--- config.mk ---
export PLATFORM = sky130hd
export DESIGN_NAME = wb_b4_initiator
export DESIGN_NICKNAME = d
export VERILOG_FILES = /design/src/rtl/wb_initiator_pkg.sv /design/src/rtl/wb_timeout_counter.sv /design/src/rtl/wb_b4_initiator.sv
export SDC_FILE = /design/constraint.sdc
export NUM_CORES = 1
export LEC_CHECK = 0
export ABC_AREA = 0
export CAP_MARGIN = 20
export CORE_AREA = 2 2 74 147
export DETAILED_ROUTE_END_ITERATION = 10
export DIE_AREA = 0 0 76 149
export PLACE_DENSITY = 0.94
export SLEW_MARGIN = 20
export SYNTH_ARGS = -nofsm -noshare
export SYNTH_HDL_FRONTEND = slang
export SYNTH_SLANG_ARGS = --single-unit
--- constraint.sdc ---
create_clock -name wb_clk_i -period 7.7 [get_ports wb_clk_i]
set_input_delay 1.155 -clock wb_clk_i [delete_from_list [all_inputs] [get_ports wb_clk_i]]
set_output_delay 1.155 -clock wb_clk_i [all_outputs]
set_load 0.01 [all_outputs]
--- src/rtl/wb_initiator_pkg.sv ---
// Shared types for the Wishbone B4 classic initiator.
// Status codes and FSM state encoding.
package wb_initiator_pkg;

    localparam logic [1:0] WB_ST_OK      = 2'b00;
    localparam logic [1:0] WB_ST_BUS_ERR = 2'b01;
    localparam logic [1:0] WB_ST_TIMEOUT = 2'b10;

    typedef enum logic [1:0] {
        ST_IDLE = 2'b00,
        ST_BUS  = 2'b01,
        ST_RESP = 2'b10
    } wb_state_t;

endpackage

--- src/rtl/wb_timeout_counter.sv ---
// Saturating cycle counter with expiry flag for bus timeouts.
// TIMEOUT_CYCLES of 0 disables expiry.
module wb_timeout_counter #(
    parameter int TIMEOUT_CYCLES = 255,
    parameter int TOW            = 8
) (
    input  logic clk,
    input  logic rst,
    input  logic i_clr,
    input  logic i_en,
    output logic o_expired
);

    localparam logic [TOW-1:0] LP_LAST =
        (TIMEOUT_CYCLES == 0) ? '0 : TOW'(TIMEOUT_CYCLES - 1);

    logic [TOW-1:0] r_cnt;

    always_ff @(posedge clk or posedge rst) begin
        if (rst) begin
            r_cnt <= '0;
        end else if (i_clr) begin
            r_cnt <= '0;
        end else if (i_en && (r_cnt != '1)) begin
            r_cnt <= r_cnt + 1'b1;
        end
    end

    assign o_expired = (TIMEOUT_CYCLES != 0) && (r_cnt == LP_LAST);

endmodule

--- src/rtl/wb_b4_initiator.sv ---
// Single-outstanding Wishbone B4 classic initiator.
// One bus cycle per command; response returned via valid/ready.
module wb_b4_initiator
    import wb_initiator_pkg::*;
#(
    parameter int TIMEOUT_CYCLES = 255,
    parameter int TOW            = 8
) (
    input  logic        wb_clk_i,
    input  logic        wb_rst_i,
    input  logic        req_valid,
    output logic        req_ready,
    input  logic        req_we,
    input  logic [31:0] req_adr,
    input  logic [31:0] req_dat,
    input  logic [3:0]  req_sel,
    output logic        rsp_valid,
    input  logic        rsp_ready,
    output logic [31:0] rsp_dat,
    output logic [1:0]  rsp_status,
    output logic [31:0] wbm_adr_o,
    output logic [31:0] wbm_dat_o,
    input  logic [31:0] wbm_dat_i,
    output logic [3:0]  wbm_sel_o,
    output logic        wbm_we_o,
    output logic        wbm_cyc_o,
    output logic        wbm_stb_o,
    input  logic        wbm_ack_i,
    input  logic        wbm_err_i,
    output logic        busy_o
);

    wb_state_t   r_state;
    wb_state_t   w_next;
    logic [31:0] r_adr;
    logic [31:0] r_dat;
    logic [3:0]  r_sel;
    logic        r_we;
    logic        r_cyc;
    logic        r_rsp_valid;
    logic [31:0] r_rsp_dat;
    logic [1:0]  r_rsp_status;

    logic        w_accept;
    logic        w_done;
    logic        w_cnt_en;
    logic        w_expired;
    logic [1:0]  w_st;
    logic [31:0] w_rdat;

    wb_timeout_counter #(
        .TIMEOUT_CYCLES(TIMEOUT_CYCLES),
        .TOW           (TOW)
    ) u_tmo (
        .clk      (wb_clk_i),
        .rst      (wb_rst_i),
        .i_clr    (w_accept),
        .i_en     (w_cnt_en),
        .o_expired(w_expired)
    );

    always_ff @(posedge wb_clk_i or posedge wb_rst_i) begin
        if (wb_rst_i) begin
            r_state <= ST_IDLE;
        end else begin
            r_state <= w_next;
        end
    end

    // ERR outranks ACK, and either outranks the timeout edge.
    always_comb begin
        w_next   = r_state;
        w_accept = 1'b0;
        w_done   = 1'b0;
        w_cnt_en = 1'b0;
        w_st     = WB_ST_OK;
        w_rdat   = '0;
        unique case (r_state)
            ST_IDLE: begin
                if (req_valid) begin
                    w_accept = 1'b1;
                    w_next   = ST_BUS;
                end
            end
            ST_BUS: begin
                if (wbm_err_i) begin
                    w_done = 1'b1;
                    w_st   = WB_ST_BUS_ERR;
                end else if (wbm_ack_i) begin
                    w_done = 1'b1;
                    w_rdat = r_we ? 32'h0 : wbm_dat_i;
                end else if (w_expired) begin
                    w_done = 1'b1;
                    w_st   = WB_ST_TIMEOUT;
                end else begin
                    w_cnt_en = 1'b1;
                end
                if (w_done) begin
                    w_next = ST_RESP;
                end
            end
            ST_RESP: begin
                if (rsp_ready) begin
                    w_next = ST_IDLE;
                end
            end
            default: w_next = ST_IDLE;
        endcase
    end

    always_ff @(posedge wb_clk_i or posedge wb_rst_i) begin
        if (wb_rst_i) begin
            r_adr        <= '0;
            r_dat        <= '0;
            r_sel        <= '0;
            r_we         <= 1'b0;
            r_cyc        <= 1'b0;
            r_rsp_valid  <= 1'b0;
            r_rsp_dat    <= '0;
            r_rsp_status <= '0;
        end else begin
            if (w_accept) begin
                r_adr <= req_adr;
                r_dat <= req_dat;
                r_sel <= req_sel;
                r_we  <= req_we;
                r_cyc <= 1'b1;
            end
            if (w_done) begin
                r_cyc        <= 1'b0;
                r_rsp_valid  <= 1'b1;
                r_rsp_dat    <= w_rdat;
                r_rsp_status <= w_st;
            end
            if ((r_state == ST_RESP) && rsp_ready) begin
                r_rsp_valid <= 1'b0;
            end
        end
    end

    assign req_ready  = (r_state == ST_IDLE);
    assign busy_o     = (r_state != ST_IDLE);
    assign rsp_valid  = r_rsp_valid;
    assign rsp_dat    = r_rsp_dat;
    assign rsp_status = r_rsp_status;
    assign wbm_adr_o  = r_adr;
    assign wbm_dat_o  = r_dat;
    assign wbm_sel_o  = r_sel;
    assign wbm_we_o   = r_we;
    assign wbm_cyc_o  = r_cyc;
    assign wbm_stb_o  = r_cyc;

endmodule

==> results of run 1 <==
-- worst max path at each step --
stage / startpoint / end / slack, ps / cells past startpoint
6_report: r_state[1]$_DFFE_PP0P_ / req_ready / 4650 / 2
5_1_grt: r_state[1]$_DFFE_PP0P_ / req_ready / 4570 / 2
4_1_cts: r_state[1]$_DFFE_PP0P_ / req_ready / 4660 / 2
3_5_place_dp: wbm_err_i / rsp_dat[16]$_DFFE_PP0P_ / 4540 / 4
3_3_place_gp: wbm_err_i / rsp_dat[19]$_DFFE_PP0P_ / 4690 / 4
2_1_floorplan: wb_rst_i / r_state[0]$_DFFE_PP0P_ / 3500 / 1
-- area by class of cell --
| cell class | count | area, um2 |
|---|---|---|
| sequential | 115 | 2880 |
| clock inverter | 12 | 154 |
| tap | 137 | 171 |
| inverter | 7 | 28.8 |
| fill | 687 | 3000 |
| timing repair buffer | 218 | 2170 |
| clock buffer | 20 | 467 |
| multi-input combinational | 293 | 1410 |
-- worst max-delay path, cell delays in order, from the launching register on --
cell and delay, ps:
dfrtp_1 450, nor2_1 400, clkdlybuf4s50_1 640
-- sequential cells by signal, indices dropped and copies added, names as in the netlist --
register     cells
wbm_adr_o       32
rsp_dat         32
wbm_cyc_o        1
rsp_status       2
r_state          2
wbm_dat_o       32
rsp_valid        1
u_tmo.r_cnt      8
wbm_sel_o        4
wbm_we_o         1
-- synthesized netlist by cell type, types with 2 or more instances --
cell      instances  area share, %
a21oi_1           5           0.57
a22o_1           33            6.6
and3_1            2           0.28
buf_2             8           0.91
clkbuf_1         15            1.3
dfrtp_1         115             65
ha_1              2           0.57
inv_1             7           0.60
nand2_1         214             18
nand3_1           4           0.45
nor2_1            6           0.51
nor3_1            2           0.23
o211ai_1          2           0.34
o21ai_0           5           0.57
o31ai_1           2           0.34
-- placed cells by master (no fill, tap or decap), drive strengths merged, types with 5 or more instances in the layout --
cell type        n
o21ai            6
dfrtp          115
a22o            33
inv              8
clkdlybuf4s50  214
clkinvlp         6
clkbuf          20
a21oi            5
nand2          214
nor2             6
-- cells by family (layout without fill, tap and decap cells) --
family	Yosys count	in the layout	synth area share [%]
and+or+nand+nor	237	237	21.5
DFF	115	115	65.3
AOI/OAI and AO/OA	51	51	9.11
buffers and inverters	31	257	2.95
adders and majority gates	2	2	0.567
xor gates and xnor gates	2	2	0.397
muxes	1	1	0.227
-- metal layers --
metal	vias to the layer above	wire length (um)	share of wire (%)	GRT usage, %
li1	1846	-	-	-
met1	1897	5330	39	30.0
met2	250	6400	47	39.2
met3	25	1590	12	12.0
met4	0	334	2.4	9.64
met5	-	0	0	0
-- power by group through the flow --
stage               clock network [W]  registers, W  logic (W)
global route                 0.000863       0.00107    0.00127
detailed placement                  0       0.00103    0.00118
floorplan                           0       0.00113   0.000364
finish                       0.000813       0.00104    0.00118
global placement                    0       0.00103    0.00114
CTS                          0.000826       0.00104    0.00119
-- stage by stage --
stage,hold WS (ps),worst slack [ps]
floorplan,468,3500
global placement,456,4690
detailed placement,463,4540
CTS,478,4660
global route,490,4570
finish,472,4650
==> out/results.txt, run 1 <==
Reg-to-reg startpoint = r_state[1]$_DFFE_PP0P_
Min-delay worst type = flip-flop to flip-flop
Critical path class = flip-flop to output port
I/O pin count = 215
Arr. time, crit path = 1900 ps
Clock share of power = 26.8%
Vias in the first global route = 4148
Largest net degree at the start of global routing = 79
Synth-to-Final Area Change = 65.1%
Syn_nets = 548
Fin Setup TNS = 0 ps
Antenna-violating nets left = 0
GR Overflow Total = 0
CTS tree = yes
Fin cells = 802
RSZ-0062 raised after global routing = false
CTS Buffer Depth = 2
DRC Markers = 0
Clk slew on worst S/H paths = 60 ps
Synthesized area = 4410 um2
Worst-Margin Slew = 965 ps
Fin util = 70.8%
Ys async rst share = 100%
CTS Hold Bufs = 0
Vias per inst = 5.01
Clk sink count = 115
Post-Syn Area per Cell = 10.0 um2
P_int = 0.00204 W
Reg-to-Reg End = wbm_sel_o[3]$_DFFE_PP0P_
Post-DP Area = 6660 um2
Initial DRC Count = 168
Number of max-cap violations = 0
EDFF count, synth = 0
First drt pass iteration count = 4
Minimum clock period = 3050 ps
Switch Pwr = 0.000993 W
HPWL after detailed placement = 9.46 mm
Clock Skew = 12.7 ps
Post-CTS Setup Bufs = 0
Fin. Hold Viols = 0
Via count = 4018
Chip Height = 149 um
R2R setup slack = 5460 ps
Pleak = 3.42 nW
Syn. warnings = 0
First-pass GRT wire length = 21.9 mm
Starting Density = 42.9%
Final setup vio count = 0
Crit path max fanout = 5
Synth Register Bits = 115
Reg2reg path depth = 5
Cts repair resizes = 0
Worst setup EP type = output port
Worst hold path cell count = 2
# diodes = 0
Die ar. = 11300 um2
# rows = 53
Core Area = 10300 um2
FMAX = 328 MHz
Cells after Synth = 439
Hold Path Origin = wbm_sel_o[0]$_DFFE_PP0P_
Total chip power = 0.00303 W
H-tree levels = 4
DR WL/cell = 17.0 um
Data required time at the worst endpoint = 6550 ps
Post-synthesis sequential area ratio = 65.3%
Outcome = complete, no violations
Port bufs = 214
Power share of the combinational group = 38.9%
Placer Congestion = 0.816
GRT Overall Usage = 25.0%
Die W = 76 um
Inst Count DP = 770
Netlist cell types = 32
Final Max Tran Viols = 0
Root Buffer = clkbuf_16
Switching part of the total = 32.8%
Final Instance Area = 7280 um2
Initial antenna violation count = 0
CP Launch Type = flip-flop
Total CTS buffers = 17
Layout cell share with drive strength beyond 1 = 6.77%
Final wirelength = 13.7 mm
Prevailing post-synth register cell = dfrtp_1
Clock latency on the worst-skew pair = 410 ps
Sequential power share = 34.3%
Peak VDD IR = 0.264 mV
Hold Path End = wbm_sel_o[0]$_DFFE_PP0P_
Cell Pwr Density = 417 nW/um2
Final worst path period share = 39.6%
Max-slew headroom = 35.7%
Layout net count = 761
Note: power is estimated with default switching activity, not from simulation.
==> run 2, diff against run 1 <==
Settings changed: CORE_AREA 2 2 74 147 to 2 2 81 160, DIE_AREA 0 0 76 149 to 0 0 83 162, PLACE_DENSITY 0.94 to 0.84.
Clock period 7.7 ns to 2.73 ns, I/O delays scaled along.
==> out/results.txt, run 2 (synthesis gave the netlist of run 1 again) <==
Arr. time, crit path = 1820 ps (-80 ps)
First drt pass iteration count = 4 (unchanged)
Final worst path period share = 81.6%
Layout net count = 763 (+0.26%)
HPWL after detailed placement = 9.28 mm (-2.0%)
Cts repair resizes = 0 (unchanged)
Clk slew on worst S/H paths = 50 ps (about the same)
Hold Path Origin = wbm_adr_o[28]$_DFFE_PP0P_
Clock Skew = 9.11 ps (-3.62 ps)
CTS tree = yes
Reg2reg path depth = 7 (+2)
Fin cells = 814 (+1.5%)
Reg-to-reg startpoint = u_tmo.r_cnt[0]$_DFFE_PP0P_
R2R setup slack = 940 ps (-4520 ps)
Port bufs = 214 (unchanged)
Final WS setup = 503 ps (-4140 ps)
Crit path max fanout = 5 (unchanged)
RSZ-0062 raised after global routing = false
# rows = 57 (+7.5%)
Outcome = complete, no violations
Initial antenna violation count = 0 (unchanged)
Starting Density = 36.2% (-6.7 points)
Via count = 3948 (-1.7%)
Max-slew headroom = 59.8% (+24 points)
FMAX = 449 MHz
Dpl ws = 427 ps (-4110 ps)
Number of max-cap violations = 0 (unchanged)
Fin util = 59.4% (-11 points)
Initial DRC Count = 172 (+2.4%)
Layout cell share with drive strength beyond 1 = 7.05% (+0.28 points)
Vias per inst = 4.85 (-3.2%)
GRT Overall Usage = 19.3% (-5.8 points)
Pleak = 3.40 nW (-0.56%)
Data required time at the worst endpoint = 2320 ps (-4230 ps)
Clk sink count = 115 (unchanged)
CP Launch Type = flip-flop
Final Max Tran Viols = 0 (unchanged)
Post-CTS Setup Bufs = 0 (unchanged)
Cell Pwr Density = 1130 nW/um2 (+170%)
Hold Path End = wbm_adr_o[28]$_DFFE_PP0P_
# diodes = 0 (unchanged)
Largest net degree at the start of global routing = 116 (+47%)
H-tree levels = 4 (unchanged)
Fin. Hold Viols = 0 (unchanged)
I/O pin count = 215 (unchanged)
Synth-to-Final Area Change = 64.4%
Commonest non-fill, non-tap cell in the layout = clkdlybuf4s50_1
Clock latency on the worst-skew pair = 410 ps (about the same)
GR Overflow Total = 0 (unchanged)
Die W = 83 um (+9.2%)
Die ar. = 13400 um2 (+19%)
Root Buffer = clkbuf_16
CTS Hold Bufs = 0 (unchanged)
DR WL/cell = 15.7 um (-7.9%)
Core Area = 12200 um2 (+19%)
Chip Height = 162 um (+8.7%)
Worst hold path cell count = 2 (unchanged)
Worst-Margin Slew = 603 ps (-361 ps)
Commonest cells after routing, fill and taps aside = clkdlybuf4s50_1 (214), nand2_1 (213), dfrtp_1 (115)
Peak VDD IR = 0.876 mV (+230%)
Minimum clock period = 2230 ps
Placer Congestion = 0.820 (+0.50%)
Final setup vio count = 0 (unchanged)
Antenna-violating nets left = 0 (unchanged)
Final wirelength = 12.8 mm (-6.5%)
First-pass GRT wire length = 20.7 mm (-5.3%)
CTS Buffer Depth = 2 (unchanged)
Vias in the first global route = 4206 (+1.4%)
Total CTS buffers = 17 (unchanged)
Worst setup EP type = output port
Min-delay worst type = flip-flop to flip-flop
Fin Setup TNS = 0 ps (unchanged)
Critical path class = flip-flop to output port
Reg-to-Reg End = rsp_dat[22]$_DFFE_PP0P_
Inst Count DP = 782 (+1.6%)
DRC Markers = 0 (unchanged)
==> run 2: metal layers <==
| layer | wire length (um) | track usage [%] | vias to the layer above |
|---|---|---|---|
| met3 | 905 | 5.89 | 31 |
| met5 | 0 | 0 | - |
| met4 | 351 | 8.57 | 0 |
| li1 | - | - | 1848 |
| met1 | 4650 | 20.5 | 1873 |
| met2 | 6850 | 34.7 | 196 |
==> run 2: stage by stage <==
stage | cell area, um2 | power (W) | hold WS [ps]
2_1_floorplan | 4410 | 0.00422 | 468
3_3_place_gp | 6710 | 0.00615 | 457
3_5_place_dp | 6710 | 0.00627 | 462
4_1_cts | 7250 | 0.00830 | 476
5_1_grt | 7250 | 0.00870 | 491
6_report | 7250 | 0.00821 | 471
==> run 2: worst max path at each step <==
stage	start	cells past startpoint	slack, ps	to
after floorplan	wb_rst_i	1	920	r_state[0]$_DFFE_PP0P_
after global placement	wbm_err_i	5	500	u_tmo.r_cnt[7]$_DFFE_PP0P_
after detailed placement	wbm_err_i	4	430	rsp_dat[4]$_DFFE_PP0P_
after CTS	r_state[1]$_DFFE_PP0P_	2	480	req_ready
after global routing	r_state[1]$_DFFE_PP0P_	2	420	req_ready
final	r_state[1]$_DFFE_PP0P_	2	500	req_ready
==> run 2: report_power, final <==
group          switching, W  internal (W)
sequential         0.000448       0.00245
combinational       0.00151       0.00183
clock              0.000818       0.00116
total               0.00277       0.00544
==> run 2: critical path: stages, from the launching register on <==
cell and delay, ps:
dfrtp_1 450, nor2_1 350, clkdlybuf4s50_1 620
==> run 2: final cells by class <==
| class | count | area (um2) |
|---|---|---|
| inverters | 7 | 30.0 |
| multi-input cells | 293 | 1410 |
| flip-flops and latches | 115 | 2880 |
| repair buffers | 220 | 2210 |
| well taps | 147 | 184 |
| clock inverters | 15 | 110 |
| fillers | 954 | 4950 |
| clock buffers | 17 | 425 |
